$ cat config.mk
export PLATFORM = sky130hd
export DESIGN_NAME = score_board_reader
export DESIGN_NICKNAME = d
export VERILOG_FILES = /design/src/rtl/score_board_reader.sv
export SDC_FILE = /design/constraint.sdc
export NUM_CORES = 1
export LEC_CHECK = 0
export BUFFER_PORTS_ARGS = -buffer_cell sky130_fd_sc_hd__buf_2
export CAP_MARGIN = 10
export CORE_ASPECT_RATIO = 1.25
export CORE_MARGIN = 3
export CORE_UTILIZATION = 56
export CTS_BUF_LIST = sky130_fd_sc_hd__clkbuf_16
export DETAILED_ROUTE_END_ITERATION = 6
export PLACE_DENSITY = 0.79
export SKIP_CTS_REPAIR_TIMING = 1
export SYNTH_ARGS = -nofsm -noshare
export SYNTH_HDL_FRONTEND = slang
export SYNTH_SLANG_ARGS = --single-unit
$ cat constraint.sdc
create_clock -name clk -period 2.6 [get_ports clk]
set_input_delay 0.26 -clock clk [delete_from_list [all_inputs] [get_ports clk]]
set_output_delay 0.26 -clock clk [all_outputs]
set_load 0.01 [all_outputs]
$ cat src/rtl/score_board_reader.sv
// score_board_reader: read-side sweep of the score RAM.
// On a display request it reads the 8 per-player entries and the global-best
// entry, then reports the requested player's best, the global best, the
// leading player ID, and whether the leader's score matches the global best.
// The RAM port is released immediately whenever the writer raises bus_busy.
// Optional macro SCORE_BCD_EN adds pb_bcd, a registered BCD form of personal_best.
module score_board_reader #(
  parameter int         NUM_PLAYERS = 8,
  parameter logic [4:0] GLOBAL_ADDR = 5'd8,
  parameter int         SCORE_W     = 7
) (
  input  logic               clk,
  input  logic               rst,
  input  logic               disp_req,
  input  logic [2:0]         disp_id,
  input  logic               bus_busy,
  input  logic [SCORE_W-1:0] RAM_data,
  output logic [4:0]         RAM_addr,
  output logic               RAM_R,
  output logic [SCORE_W-1:0] personal_best,
  output logic [SCORE_W-1:0] global_best,
  output logic [2:0]         leader_id,
  output logic               mismatch,
  output logic               busy,
  output logic               valid
`ifdef SCORE_BCD_EN
  ,
  output logic [9:0]         pb_bcd
`endif
);

  localparam logic [4:0] LAST_PLAYER = 5'(NUM_PLAYERS - 1);

  typedef enum logic [2:0] {IDLE, WAIT_BUS, SCAN, DRAIN, DONE} state_t;

  state_t             state_r;
  logic [4:0]         ram_addr_r;
  logic               ram_r_r;
  logic               cap_vld_r;   // an address was driven in the previous cycle
  logic [4:0]         cap_idx_r;   // which address that was
  logic [SCORE_W-1:0] max_r;
  logic [2:0]         lead_r;
  logic [SCORE_W-1:0] pb_r;
  logic [2:0]         id_r;

`ifdef SCORE_BCD_EN
  // Shift-and-add-3 binary to BCD: {hundreds[1:0], tens[3:0], units[3:0]}.
  function automatic logic [9:0] to_bcd(input logic [SCORE_W-1:0] v);
    logic [SCORE_W+9:0] sh;
    sh = '0;
    sh[SCORE_W-1:0] = v;
    for (int i = 0; i < SCORE_W; i++) begin
      if (sh[SCORE_W+3:SCORE_W] >= 4'd5)   sh[SCORE_W+3:SCORE_W]   = sh[SCORE_W+3:SCORE_W] + 4'd3;
      if (sh[SCORE_W+7:SCORE_W+4] >= 4'd5) sh[SCORE_W+7:SCORE_W+4] = sh[SCORE_W+7:SCORE_W+4] + 4'd3;
      sh = sh << 1;
    end
    return sh[SCORE_W+9:SCORE_W];
  endfunction
`endif

  assign RAM_addr = ram_addr_r;
  // The writer owns the port the moment bus_busy rises, so the strobe is gated combinationally.
  assign RAM_R    = ram_r_r & ~bus_busy;

  // Scan FSM, capture pipeline and result registers.
  always_ff @(posedge clk or posedge rst) begin
    if (rst) begin
      state_r       <= IDLE;
      ram_addr_r    <= 5'd0;
      ram_r_r       <= 1'b0;
      cap_vld_r     <= 1'b0;
      cap_idx_r     <= 5'd0;
      max_r         <= '0;
      lead_r        <= 3'd0;
      pb_r          <= '0;
      id_r          <= 3'd0;
      personal_best <= '0;
      global_best   <= '0;
      leader_id     <= 3'd0;
      mismatch      <= 1'b0;
      busy          <= 1'b0;
      valid         <= 1'b0;
`ifdef SCORE_BCD_EN
      pb_bcd        <= 10'd0;
`endif
    end else begin
      valid     <= 1'b0;
      cap_vld_r <= 1'b0;
      case (state_r)
        IDLE: begin
          if (disp_req) begin
            id_r   <= disp_id;
            busy   <= 1'b1;
            max_r  <= '0;
            lead_r <= 3'd0;
            pb_r   <= '0;
            if (!bus_busy) begin
              state_r    <= SCAN;
              ram_addr_r <= 5'd0;
              ram_r_r    <= 1'b1;
            end else begin
              state_r <= WAIT_BUS;
            end
          end
        end
        WAIT_BUS: begin
          if (!bus_busy) begin
            state_r    <= SCAN;
            ram_addr_r <= 5'd0;
            ram_r_r    <= 1'b1;
            max_r      <= '0;
            lead_r     <= 3'd0;
            pb_r       <= '0;
          end
        end
        SCAN, DRAIN: begin
          if (bus_busy) begin
            // Abort: drop everything gathered so far and rescan from 0 later.
            state_r <= WAIT_BUS;
            ram_r_r <= 1'b0;
            max_r   <= '0;
            lead_r  <= 3'd0;
            pb_r    <= '0;
          end else begin
            cap_vld_r <= ram_r_r;
            cap_idx_r <= ram_addr_r;
            // Player entry capture; strictly-greater keeps the lower ID on ties.
            if (cap_vld_r && (cap_idx_r <= LAST_PLAYER)) begin
              if (RAM_data > max_r) begin
                max_r  <= RAM_data;
                lead_r <= cap_idx_r[2:0];
              end
              if (cap_idx_r == {2'b00, id_r}) pb_r <= RAM_data;
            end
            if (state_r == SCAN) begin
              if (ram_addr_r == LAST_PLAYER) begin
                ram_addr_r <= GLOBAL_ADDR;
              end else if (ram_addr_r == GLOBAL_ADDR) begin
                ram_r_r <= 1'b0;
                state_r <= DRAIN;
              end else begin
                ram_addr_r <= ram_addr_r + 5'd1;
              end
            end else if (cap_vld_r && (cap_idx_r == GLOBAL_ADDR)) begin
              global_best   <= RAM_data;
              personal_best <= pb_r;
              leader_id     <= lead_r;
              mismatch      <= (max_r != RAM_data);
              valid         <= 1'b1;
              busy          <= 1'b0;
              state_r       <= DONE;
`ifdef SCORE_BCD_EN
              pb_bcd        <= to_bcd(pb_r);
`endif
            end else begin
              state_r <= DRAIN;
            end
          end
        end
        DONE: begin
          state_r <= IDLE;
        end
        default: begin
          state_r <= IDLE;
          ram_r_r <= 1'b0;
          busy    <= 1'b0;
        end
      endcase
    end
  end

endmodule

# Word-level counts from Yosys, hierarchy flattened
# Cells that the tools add are included.
[totals] regBits=55 in_bits=14
[classes] add_sub_neg=1 n_lt_le_gt_ge=2 eq_ne=24 mux=50 bitwise=5 reduce_logical=15
[op_table] operator="2-to-1 mux 7 bit" n=8
[op_table] operator="case mux 7 bit (3 select lines)" n=2
[op_table] operator="2-to-1 mux 3 bit" n=12
[op_table] operator="2-to-1 mux 5 bit" n=6
[op_table] operator="AND reduction 5 bit" n=5
[op_table] operator="inequality test 3 bit, second input constant" n=7
[op_table] operator="case mux 3 bit (3 select lines)" n=2
[op_table] operator="2-to-1 mux 1 bit" n=16
[op_table] operator="case mux 5 bit (3 select lines)" n=1
[op_table] operator="inequality test 2 bit, second input constant" n=6
[op_table] operator="equality test 5 x 4 -> 1 bit, second input constant" n=2
[op_table] operator="inequality test 4 bit, second input constant" n=2
[op_table] operator="AND reduction 4 bit" n=2
[op_table] operator="> comparator 7 bit" n=1
[op_table] operator="inequality test 7 bit" n=1
[op_table] operator="equality test 3 x 2 -> 1 bit, second input constant" n=2
[op_table] operator="adder 5 x 1 -> 5 bit, second input constant" n=1
[op_table] operator="equality test 5 x 3 -> 1 bit" n=1
[op_table] operator="equality test 5 x 3 -> 1 bit, second input constant" n=1
[op_table] operator="<= comparator 5 x 3 -> 1 bit, second input constant" n=1
[op_table] operator="NOT 1 bit" n=4
[op_table] operator="case mux 1 bit (4 select lines)" n=1
[op_table] operator="AND reduction 2 bit" n=2
[op_table] operator="OR reduction 2 bit" n=2
[op_table] operator="8 further kinds" n=9

# Depth between registers and ports, before layout
[depth] depth_word=6 ltp_mapped=7

# Worst setup path before layout
# Ideal clock, no wire load.
[synth_timing] path_type="register to register" from="register cap_idx_r[4]" to="register global_best[2]" arrival_ns=1.786 required_time_ns=2.475 path_slack_ns=0.689 stages_incl_launch_ff=8 n_path_buf=2 synth_period_minus_slack_ns=1.911 cell_sequence="dfrtp_1 -> nand4b_1 -> or4_4 -> or2_1 -> buf_6 -> clkinv_4 -> buf_12 -> mux2_4"
[synth_via] elab_chain_cells=3
[synth_lines] element="start, declared" line_no="40" source="logic [4:0] cap_idx_r;"
[synth_lines] element="start signal, assigned" line_no="126" source="cap_idx_r <= ram_addr_r;"
[synth_lines] element="equality test 5 x 4 -> 1 bit" line_no="144" source="end else if (cap_vld_r && (cap_idx_r == GLOBAL_ADDR)) begin"
[synth_lines] element="logical AND 1 bit" line_no="144"
[synth_lines] element="AND reduction 4 bit (no line)"
[synth_lines] element="end signal, assigned" line_no="145" source="global_best <= RAM_data;"
[synth_lines] element="end, declared" line_no="21" source="output logic [SCORE_W-1:0] global_best,"
# No other way between the ends.
# A chain may end at the register's enable or synchronous reset.

# Worst setup path after layout
[layout_timing] from="register state_r[0]" to="register mismatch"
[layout_via] elab_chain_cells=3 word_cells_on_any_way=5 cone_classes="2 x eq/ne; 1 x bitwise; 2 x reduce/logical"
[layout_lines] element="start, declared" line_no="36" source="state_t state_r;"
[layout_lines] element="start signal, assigned" line_no="68" source="state_r <= IDLE;"
[layout_lines] element="start signal, assigned" line_no="98" source="state_r <= SCAN;"
[layout_lines] element="start signal, assigned" line_no="102" source="state_r <= WAIT_BUS;"
[layout_lines] element="equality test 3 x 2 -> 1 bit, on equally long branches" line_no="89, 135"
[layout_lines] element="OR reduction 2 bit or NOT 1 bit (tied branches)"
[layout_lines] element="AND reduction 4 bit (no line) (*)"
[layout_lines] element="end signal, assigned" line_no="148" source="mismatch <= (max_r != RAM_data);"
[layout_lines] element="end, declared" line_no="23" source="output logic mismatch,"
# Mark *: on every way between the ends. The rest lies on a longest branch, timed or not.

==> results.sh <==
export IMPL_syn_nets=261
export IMPL_grtUsageMet2=0.337
export IMPL_layout_setup_ws_ns=0.365
export IMPL_muxShareOfSynthArea=0.164
export IMPL_place_inst=332
export IMPL_totalPowerFinal_mw=2.28
export IMPL_dr_pass1_iters=4
export IMPL_synthXorXnorAreaFrac=0.00978
export IMPL_maxSlewHeadroom=0.480
export IMPL_crit_required_ns=2.78
export IMPL_finalCoreUtilization=0.679
export IMPL_cts_made_buffers=5
export IMPL_drv_cap=0
export IMPL_ys_top_cells_by_area="dfrtp_1 51%, mux2i_1 6.3%, mux2_4 5.0%"
export IMPL_io_pins=40
export IMPL_grt_remaining_overflow=0
export IMPL_cp_end_kind="register"
export IMPL_grt_usage=0.196
export IMPL_path_cells="nand4b_1, or4_4, or2_1, clkinv_4, mux2_2"
export IMPL_busiest_layer="met2"
export IMPL_slew_violations=0
export IMPL_drc=0
export IMPL_cts_tree="done"
export IMPL_num_rows=27
export IMPL_die_w_um=68.0
export IMPL_gr_usage_met1=0.245
export IMPL_dpl_cell_area_mm2=0.00293
export IMPL_start_util=0.593
export IMPL_met3_usage=0.0365
export IMPL_fin_crit_ns=2.24
export IMPL_grt_max_degree=25
export IMPL_worstPathMaxFanout=14
export IMPL_cp_arrival_ns=2.41
export IMPL_outcome="finished with violations"
export IMPL_whs_ns=-0.0144
export IMPL_powerDensity_mw_per_mm2=742
export IMPL_synth_compound_area_share=0.0810
export IMPL_htreeDepth=2
export IMPL_grt_pass1_vias=1877
export IMPL_ys_types=50
export IMPL_final_setup_viol_count=0
export IMPL_antennaDiodeCount=0
export IMPL_rsz0062_at_grt="false"
export IMPL_antenna_found_initial=0
export IMPL_syn_avg_cell_area_um2=11.3
export IMPL_clock_sinks=55
export IMPL_io_buffer_count=39
export IMPL_post_dp_hpwl_um=3790
export IMPL_finClkSkew_ns=0.00407
export IMPL_core_area_mm2=0.00453
export IMPL_grt_pass1_wl_um=8650
export IMPL_leakage_nw=1.60
export IMPL_critPathSlowestCell="dfrtp_1"
export IMPL_synth_top_area_frac=0.512
export IMPL_clkLatencyLatePin_ns=0.29
export IMPL_num_vias=1867
export IMPL_hold_viol=22
export IMPL_synth_top_family_by_area="multiplexers"
export IMPL_ant_nets=0
export IMPL_dp_slack_ns=0.397
export IMPL_synth_simple_area_share=0.137
export IMPL_fmax_mhz=447
export IMPL_ys_seq_area_frac=0.512
export IMPL_die_h_um=83.4
export IMPL_synth_edf_count=0
export IMPL_synthArstFlopShare=1.00
export IMPL_ys_flop_type="dfrtp_1"
export IMPL_ys_warn_count=0
export IMPL_drt_vias_per_instance=5.49
export IMPL_violations="negative hold slack"
export IMPL_ys_seq_elements=55
export IMPL_layout_nets=304
export IMPL_gp_congestion=0.823
export IMPL_max_stage_delay_ns=0.57
export IMPL_path_clk_slew_ns=0.06
export IMPL_postRouteWirelength_um=5060
export IMPL_worst_pin_slew_ns=0.779
export IMPL_layout_drive_gt1_share=0.280
export IMPL_dr_first_iter_drc_count=55
export IMPL_final_cells=340
export IMPL_period_share=0.860
export IMPL_synth_fa_ha_area_frac=0.0419
export IMPL_hold_class="in2async"
export IMPL_clockRootBuffer="clkbuf_16"
export IMPL_syn_to_final_growth_pct=14.3
export IMPL_netlist_area_mm2=0.00269
export IMPL_die_area_mm2=0.00567
export IMPL_critPathLaunchType="register"
export IMPL_routedWlPerCell_um=14.9
export IMPL_setup_tns_ns=0
export IMPL_cts_max_path_buffers=2
export IMPL_synth_cells=238
export IMPL_path_class="reg2reg"
export IMPL_ir_drop_v=0.000525
export IMPL_post_route_cell_area_mm2=0.00307
export IMPL_synth_top_area_cell="dfrtp_1"
==> Yosys cell counts, types with 3 or more instances <==
| cell type | number |
|---|---|
| dfrtp_1 | 55 |
| nand2_1 | 35 |
| inv_1 | 21 |
| mux2i_1 | 17 |
| mux2_2 | 12 |
| ha_1 | 9 |
| mux2_4 | 9 |
| nor2_1 | 8 |
| o21ai_0 | 7 |
| a21oi_1 | 6 |
| nor2b_1 | 6 |
| nand4_1 | 4 |
| buf_2 | 3 |
| clkbuf_1 | 3 |
| xnor2_1 | 3 |
==> layout by cell type, fill, tap and decap left out, drive strengths merged, types with 3 or more instances in the layout <==
| cell type | n |
|---|---|
| a21oi | 7 |
| buf | 44 |
| clkbuf | 5 |
| dfrtp | 55 |
| ha | 9 |
| inv | 23 |
| mux2 | 21 |
| mux2i | 17 |
| nand2 | 35 |
| nand4 | 4 |
| nor2 | 8 |
| nor2b | 6 |
| o21ai | 7 |
| xnor2 | 3 |
==> worst paths after layout <==
kind / from / end / slack [ns] / depth (start not counted)
max in group asynchronous: rst / lead_r[2] / 1.99 / 3
min reg2reg: personal_best[6] / personal_best[6] / 0.50 / 1
min in group clk: disp_id[1] / id_r[1] / 0.20 / 2
max: state_r[0] / mismatch / 0.36 / 5
min: rst / RAM_addr[3] / -0.01 / 2
max reg2reg: state_r[0] / mismatch / 0.36 / 5
==> final cells by class <==
type | count | area [µm²]
clock buffers | 5 | 125
repair buffers | 44 | 233
multi-input cells | 153 | 1160
flip-flops and latches | 55 | 1380
inverters | 22 | 87.6
well taps | 58 | 72.6
clock inverters | 3 | 12.5
fillers | 358 | 1460
==> worst max-delay path, delay by kind of cell, from the launching register on <==
kind                   cells  cell delay (ns)
AND/OR/NAND/NOR            3             1.00
flip-flops                 1             0.57
multiplexers               1             0.35
buffers and inverters      1             0.21
==> flip-flops by register name (all words and copies together) (netlist names) <==
name           count
global_best        7
max_r              7
pb_r               7
personal_best      7
RAM_addr           5
cap_idx_r          5
id_r               3
lead_r             3
leader_id          3
state_r            3
busy               1
cap_vld_r          1
mismatch           1
ram_r_r            1
valid              1
==> report_power, final <==
group / internal, mW / switching (mW)
sequential: 0.965 / 0.124
combinational: 0.250 / 0.306
clock: 0.349 / 0.284
total: 1.56 / 0.715
==> cells by family after synthesis <==
group                    count (synthesis)
flip-flops                              55
XOR/XNOR                                 3
multiplexers                            38
adder cells (fa/ha/maj)                  9
AND/OR/NAND/NOR                         72
AO/OA/AOI/OAI                           31
buffers and inverters                   30
==> metal layers <==
| metal | vias to the layer above | wire length, µm |
|---|---|---|
| met5 | - | 0 |
| met1 | 910 | 2110 |
| met3 | 8 | 199 |
| met4 | 0 | 58 |
| li1 | 912 | - |
| met2 | 37 | 2690 |
No activity file was read; power rests on OpenSTA's default activity.
